File: config.mk
export PLATFORM = sky130hd
export DESIGN_NAME = binary_to_onehot
export DESIGN_NICKNAME = d
export VERILOG_FILES = /design/src/rtl/binary_to_onehot.sv
export SDC_FILE = /design/constraint.sdc
export NUM_CORES = 1
export LEC_CHECK = 0
export CAP_MARGIN = 20
export CORE_MARGIN = 2
export CORE_UTILIZATION = 54
export CTS_CLUSTER_DIAMETER = 100
export DETAILED_ROUTE_END_ITERATION = 8
export DONT_BUFFER_PORTS = 1
export PLACE_DENSITY_LB_ADDON = 0.08
export SLEW_MARGIN = 20
export SYNTH_ARGS = -nofsm -noshare
export SYNTH_HDL_FRONTEND = slang
export SYNTH_SLANG_ARGS = --single-unit
File: constraint.sdc
create_clock -name clk_i -period 0.9 [get_ports clk_i]
set_clock_uncertainty 0.15 [all_clocks]
set_input_delay 0.045 -clock clk_i [delete_from_list [all_inputs] [get_ports clk_i]]
set_output_delay 0.045 -clock clk_i [all_outputs]
set_load 0.01 [all_outputs]
File: src/rtl/binary_to_onehot.sv
// binary_to_onehot
//   Parameterised binary-to-one-hot decoder with a combinational output for
//   same-cycle consumers and a registered copy (with valid flag) for
//   pipelined consumers.
//
// Parameters
//   BIN_W      width of the binary index (1..8)
//   ONE_HOT_W  width of the one-hot vector (1..2**BIN_W)
//
// Ports
//   clk_i        clock, registered path updates on rising edge
//   rst_i        asynchronous active-high reset of the registered path
//   bin_i        binary index to decode
//   en_i         capture enable for the registered path
//   one_hot_o    combinational decode of bin_i (all zero when out of range)
//   oor_o        combinational, 1 when bin_i >= ONE_HOT_W
//   one_hot_q_o  registered decode
//   valid_q_o    registered, 1 when one_hot_q_o holds a legal one-hot value
//   oor_q_o      registered copy of oor_o
module binary_to_onehot #(
  parameter int BIN_W     = 4,
  parameter int ONE_HOT_W = 1 << BIN_W
) (
  input  logic                 clk_i,
  input  logic                 rst_i,
  input  logic [BIN_W-1:0]     bin_i,
  input  logic                 en_i,
  output logic [ONE_HOT_W-1:0] one_hot_o,
  output logic                 oor_o,
  output logic [ONE_HOT_W-1:0] one_hot_q_o,
  output logic                 valid_q_o,
  output logic                 oor_q_o
);

  if (BIN_W < 1 || BIN_W > 8) begin : g_bad_bin_w
    $fatal(1, "binary_to_onehot: BIN_W=%0d outside 1..8", BIN_W);
  end

  if (ONE_HOT_W < 1 || ONE_HOT_W > (1 << BIN_W)) begin : g_bad_one_hot_w
    $fatal(1, "binary_to_onehot: ONE_HOT_W=%0d outside 1..2**BIN_W", ONE_HOT_W);
  end

  logic [31:0] bin_ext;

  assign bin_ext = 32'(bin_i);

  // Per-bit compare rather than a shift: produces the full ONE_HOT_W-wide
  // vector without truncation and naturally yields zero for indices that
  // fall beyond the last output bit.
  always_comb begin
    one_hot_o = '0;
    for (int unsigned k = 0; k < ONE_HOT_W; k++) begin
      one_hot_o[k] = (bin_ext == k);
    end
  end

  assign oor_o = (bin_ext >= 32'(ONE_HOT_W));

  always_ff @(posedge clk_i or posedge rst_i) begin
    if (rst_i) begin
      one_hot_q_o <= '0;
      valid_q_o   <= 1'b0;
      oor_q_o     <= 1'b0;
    end else if (en_i) begin
      one_hot_q_o <= one_hot_o;
      oor_q_o     <= oor_o;
      valid_q_o   <= ~oor_o;
    end
  end

endmodule

Yosys cells after proc, flatten, opt, wreduce, memory -nomap -nowiden
Cells that the tools add are included.
{ "word_totals": {"ff_bits": 18, "inputBits": 7, "out_inout_bits": 35, "word_cells": 21} }
{ "classes": {"n_lt_le_gt_ge": 1, "eq_ne": 15, "bitwise": 1, "n_reduce_logical": 1} }
{ "op_table": {"columns": ["op", "n"], "rows": [
  ["4-bit equality test (second input constant)", 8],
  ["32-bit logical NOT", 1],
  ["4-bit by 3-bit equality test with 1-bit output (second input constant)", 4],
  ["4-bit by 2-bit equality test with 1-bit output (second input constant)", 2],
  ["4-bit by 5-bit >= comparator with 1-bit output (second input constant)", 1],
  ["4-bit by 1-bit equality test with 1-bit output (second input constant)", 1],
  ["1-bit inverter", 1]
]} }

Logic depth before layout (Yosys ltp)
Gate-level depths: netlist of the first run.
{ "logic_depth": {"word_depth": 2, "depth_mapped": 3, "depth_no_buf": 2} }

Worst setup path before layout of the first run
OpenSTA, ideal clock, no wires.
{ "synth_timing": {"path_kind": "input to register", "start": "input en_i", "end": "register one_hot_q_o[14]", "setup_ps": 125, "arrival_time_ps": 751, "required_time_ps": 625, "slack_ps": -125, "path_stages": 3, "path_buffers": 2, "cell_sequence": "buf_2 buf_4 mux2_2"} }
{ "synth_rtl": {"columns": ["item", "line_no", "rtl"], "rows": [
  ["from (decl)", "27", "input logic en_i,"],
  ["to (signal assigned)", "65", "one_hot_q_o <= one_hot_o;"],
  ["to (decl)", "30", "output logic [ONE_HOT_W-1:0] one_hot_q_o,"]
]} }
No word-level cell between the ends.

Final worst setup path of the first run
{ "layout_timing": {"start": "register one_hot_q_o[9]", "end": "output one_hot_q_o[9]"} }
No word-level cell between the ends.

==> results of run 1 <==
## metal layers
| layer | vias to the layer above | global-route usage (%) | wire, um | part of all wire, % |
|---|---|---|---|---|
| met5 | - | 0 | 0 | 0 |
| met4 | 0 | 8.33 | 12 | 0.60 |
| met3 | 2 | 2.75 | 111 | 5.5 |
| met2 | 26 | 30.3 | 1010 | 50 |
| met1 | 311 | 30.6 | 869 | 43 |
| li1 | 266 | - | - | - |
## state kept, by name, indices dropped and copies added, names as in the netlist
| name | flops |
|---|---|
| one_hot_q_o | 16 |
| valid_q_o | 1 |
## per-stage QoR
stage,area (sq um),instances
2_1_floorplan,1010,61
3_3_place_gp,1140,103
3_5_place_dp,1140,103
4_1_cts,1240,108
5_1_grt,1250,109
6_report,1250,109
## cell type report
class | count | area (sq um) | share of cell area (%)
clock buffers | 4 | 26.3 | 2.09
inverters | 1 | 3.75 | 0.299
multi-input cells | 35 | 495 | 39.5
flip-flops and latches | 17 | 425 | 33.9
well taps | 25 | 31.3 | 2.49
repair buffers | 27 | 273 | 21.7
## where the power goes
part | internal [mW] | switching (mW)
sequential | 0.790 | 0.0191
combinational | 0.145 | 0.0728
clock | 0.172 | 0.239
total | 1.11 | 0.331
## kinds of logic after synthesis
logic type	count (synthesis)	share of synthesized area, %
muxes	16	20.2
and+or+nand+nor	17	28.4
other	1	0.381
buffers and inverters	9	7.76
DFF	17	43.3
## how the worst max path moves through the flow
| stage | to | start | cells past startpoint |
|---|---|---|---|
| 2_1_floorplan | one_hot_q_o[7] | bin_i[0] | 3 |
| 3_3_place_gp | one_hot_q_o[10] | one_hot_q_o[10] | 1 |
| 3_5_place_dp | one_hot_q_o[11] | one_hot_q_o[11] | 1 |
| 4_1_cts | one_hot_q_o[11] | one_hot_q_o[11] | 1 |
| 5_1_grt | one_hot_q_o[9] | one_hot_q_o[9] | 1 |
| 6_report | one_hot_q_o[9] | one_hot_q_o[9] | 1 |
## synth_stat cells
library cell and count:
or2_2 1, mux2_4 5, and4b_4 2, nor4_4 1, and4bb_4 6, nor4b_4 4
mux2_2 10, and4_4 1, inv_1 1, buf_4 3, buf_6 4, mux2_1 1
and4b_1 2, buf_2 1, dfrtp_1 17, conb_1 1
## what timing repair did
action	CTS	global route
hold endpoints to repair	34	17
endpoints found under the setup margin	29	34
buffers inserted	0	1
pin swaps	0	0
gates resized for setup	17	1
cloned	0	0
==> results.toml, run 1 <==
[floorplan]
rows = 15
die_height_um = 46.7
io_pins = 42
dieArea_sq_um = 2180
fp.dieW_um = 46.7
start_util_pct = 57.0
design.core.area_sq_um = 1730

[cts]
cts.path.max_buffers = 2
cts-root-buf = "clkbuf_4"
cts_sinks = 17
ctsHoldBuffers = 1
clk_latency_ns = 0.28
numCtsBuffers = 3
cts-htree-levels = 1
clk_pin_slew_ns = 0.10
cts_tree = "yes"

[setup_path]
path_delay_family = "flip-flops"
cp-start-kind = "flip-flop"
cpPeakStageDelay_ns = 0.42
crit_arrival_ns = 0.84
r2r_cells = 2
worst_path_max_delay_cell = "dfrtp_1"
r2r_slack_ns = -0.10
crit_required_ns = 0.70
end_kind = "primary output"
r2r-end = "valid_q_o"
critPathMaxFanout = 2
crit_path_cell_trace = "buf_6"
critPathKind = "flip-flop to primary output"
path_buf_inv = 1
regToRegStartpoint = "valid_q_o"

[hold_path]
hp-class = "input port to flip-flop"
whs_endpoint = "valid_q_o"
min-delay-start = "en_i"
whs_path_depth = 1

[layout]
final_cell_mix = "buf_6, dfrtp_1, mux2_2"
nets = 92
fillCellCount = 132
antenna_cells = 0
final_util_pct = 72.7
drive_gt1_share_pct = 71.4
final_common_cell = "buf_6"
area_delta_synth_final_pct = 27.6

[power_and_ir_drop]
leakagePower_nw = 0.602
ir_drop_uv = 964
power.total_mw = 1.44
p_per_area_nw_per_um2 = 1150

[logic_synthesis]
synth_area_per_cell_sq_um = 16.4
syn_inst = 60
synth_top_area_cell = "dfrtp_1"
synth_top_cells_by_area = "dfrtp_1, mux2_2, and4bb_4, nor4b_4, mux2_4"
yosysWarningCount = 0
synth-seq-cells = 17
ys_types = 16
synth_top_area_share_pct = 43.3
syn_area_sq_um = 983
seq_area_frac_synth_pct = 43.3

[placed_design]
pre_cts_ws_ns = -0.00292
portBuffers = 0
hpwl_um = 1270
gp_congestion = 0.661

[run_status]
status = "finished, violations left"
failed_checks = "hold timing, setup timing"

[timing]
layout_setup_ws_ns = -0.132
post-route-period-util_pct = 115
max_freq_mhz = 969
whs_ns = -0.271
timing.final.crit_period_ns = 1.03
setup_viol = 34
grt_setup_unrepaired = "yes"
drv_slew = 0
setup_tns_ns = -2.28
hold_violations = 17

[drt]
dr.pass1.iters = 4
dr.first_iter.drc_count = 6
ant_nets = 0
finalWirelength_um = 2000
drcViolationCount = 0
vias_per_cell = 5.55
wl_per_cell_um = 18.4
via_count = 605

[global_route]
grt_max_degree = 18
grt-ovfl-total = 0
first_global_vias = 590
grt_pass1_wl_um = 3070
grt_usage_pct = 20.7
antenna_found_initial = 0

[job]
max_cap_violations = 0
Note: power is estimated with default switching activity, not from simulation.
==> run 2, diff against run 1 <==
- SETUP_SLACK_MARGIN: default -> 0.4
==> run 2 against run 1 <==
Against the previous run: the run still ends with hold timing, setup timing left; setup slack gained 0.0040 ns; via count increased by 4.0%; worst hold slack got worse by 0.23 ns; first-iteration DRC count down 33%; sequential cell count did not move; sequential power is essentially flat; critical path type unchanged; critical endpoint is now one_hot_q_o[5].
==> results.toml, run 2 (same netlist as run 1, synthesis figures left out) <==
[setup_path]
worst_path_max_delay_cell = "dfrtp_1"
path_buf_inv = 1
crit_arrival_ns = 0.83
crit_path_cell_trace = "buf_6"
cpPeakStageDelay_ns = 0.42
end_kind = "primary output"
critPathMaxFanout = 2
crit_required_ns = 0.70
path_delay_family = "flip-flops"
cp-start-kind = "flip-flop"
critPathKind = "flip-flop to primary output"

[layout]
final_cell_mix = "buf_6, dfrtp_1, buf_4"
top_register = "one_hot_q_o"
largest_reg_flops = 16
reg_top3 = "one_hot_q_o (16), valid_q_o (1)"
final_common_cell = "buf_6"
drive_gt1_share_pct = 75.0
area_delta_synth_final_pct = 31.3
final_util_pct = 74.8
fin_area_sq_um = 1290
nets = 96
antenna_cells = 0

[global_route]
grt-ovfl-total = 0
first_global_vias = 630
grt_use_met2_pct = 35.0
grt_usage_pct = 20.7
antenna_found_initial = 0
grt.busiest_layer = "met2"
grt.met3_usage_pct = 4.71
grt_pass1_wl_um = 3080
grt_max_degree = 18
grt_util_met1_pct = 26.2

[cts]
cts-root-buf = "clkbuf_4"
cts-htree-levels = 1
cts_sinks = 17
clk_latency_ns = 0.28
cts_tree = "yes"
cts.path.max_buffers = 2
numCtsBuffers = 3
clk_pin_slew_ns = 0.10

[timing]
timing.final.crit_period_ns = 1.03
setup_viol = 33
drv_slew = 0
max_freq_mhz = 973
whs_ns = -0.501
hold_violations = 34
post-route-period-util_pct = 114
grt_setup_unrepaired = "yes"
layout_setup_ws_ns = -0.128
setup_tns_ns = -2.37

[drt]
drcViolationCount = 0
ant_nets = 0
vias_per_cell = 5.57
wl_per_cell_um = 18.9
finalWirelength_um = 2140
dr.first_iter.drc_count = 4
dr.pass1.iters = 2
via_count = 629

[power_and_ir_drop]
p_per_area_nw_per_um2 = 1120
leakagePower_nw = 0.631
ir_drop_uv = 951
power.total_mw = 1.45

[placed_design]
hpwl_um = 1320
gp_congestion = 0.636
placed_area_sq_um = 1140
portBuffers = 0

[floorplan]
rows = 15
dieArea_sq_um = 2180
fp.dieW_um = 46.7
io_pins = 42
start_util_pct = 57.0
die_height_um = 46.7
design.core.area_sq_um = 1730

[job]
max_cap_violations = 0

[hold_path]
hp-class = "input port to asynchronous set/reset pin"

[run_status]
failed_checks = "hold timing, setup timing"
status = "finished, violations left"
[run 2: changes by cell type in the layout (fill, tap and decap cells not counted), sizes merged]
cell | previous run | this run
dlygate4sd3 | 1 | 0
clkinv | 0 | 1
buf | 26 | 31
clkbuf | 4 | 3
[run 2: area by class of cell]
| type | instances | area (sq um) |
|---|---|---|
| Fill cell | 130 | 435 |
| Clock buffer | 3 | 22.5 |
| Multi-Input combinational cell | 35 | 499 |
| Inverter | 1 | 3.75 |
| Tap cell | 25 | 31.3 |
| Clock inverter | 1 | 5.00 |
| Sequential cell | 17 | 425 |
| Timing Repair Buffer | 31 | 304 |
[run 2: stage by stage]
stage | worst slack (ns) | instances | hold slack, ns
final | -0.128 | 113 | -0.501
after global routing | -0.161 | 113 | -0.496
after global placement | 0.00838 | 103 | -0.196
after detailed placement | -0.0113 | 103 | -0.177
after CTS | -0.131 | 110 | -0.500
after floorplan | -0.0293 | 61 | -0.179
[run 2: path summary, 6_finish.rpt]
path                                     start             end  slack [ns]  cells past startpoint
worst max-delay path            one_hot_q_o[5]  one_hot_q_o[5]       -0.13                      1
worst min-delay path                     rst_i  one_hot_q_o[8]       -0.50                      2
worst max register to register  one_hot_q_o[9]  one_hot_q_o[9]       -0.05                      1
worst min register to register       valid_q_o       valid_q_o        0.37                      1
max in group asynchronous                rst_i  one_hot_q_o[9]        0.91                      2
min in group clk_i                        en_i       valid_q_o       -0.28                      1
[run 2: power by group]
| group | total [mW] | switching [mW] | internal (mW) |
|---|---|---|---|
| clock network | 0.407 | 0.243 | 0.165 |
| registers | 0.810 | 0.0200 | 0.790 |
| logic | 0.228 | 0.0753 | 0.152 |
| total | 1.45 | 0.338 | 1.11 |
[run 2: metal layers]
metal	part of all wire, %	routed length (um)	vias to the layer above
li1	-	-	275
met5	0	0	-
met4	0.47	10	0
met2	54	1160	28
met1	39	834	324
met3	6.1	130	2
[run 2: timing repair]
action / in CTS / in global routing
pin swaps: 5 / 6
setup endpoints to repair: 49 / 49
resized for setup: 18 / 2
buffers inserted: 3 / 3
endpoints found under the hold margin: 34 / 34
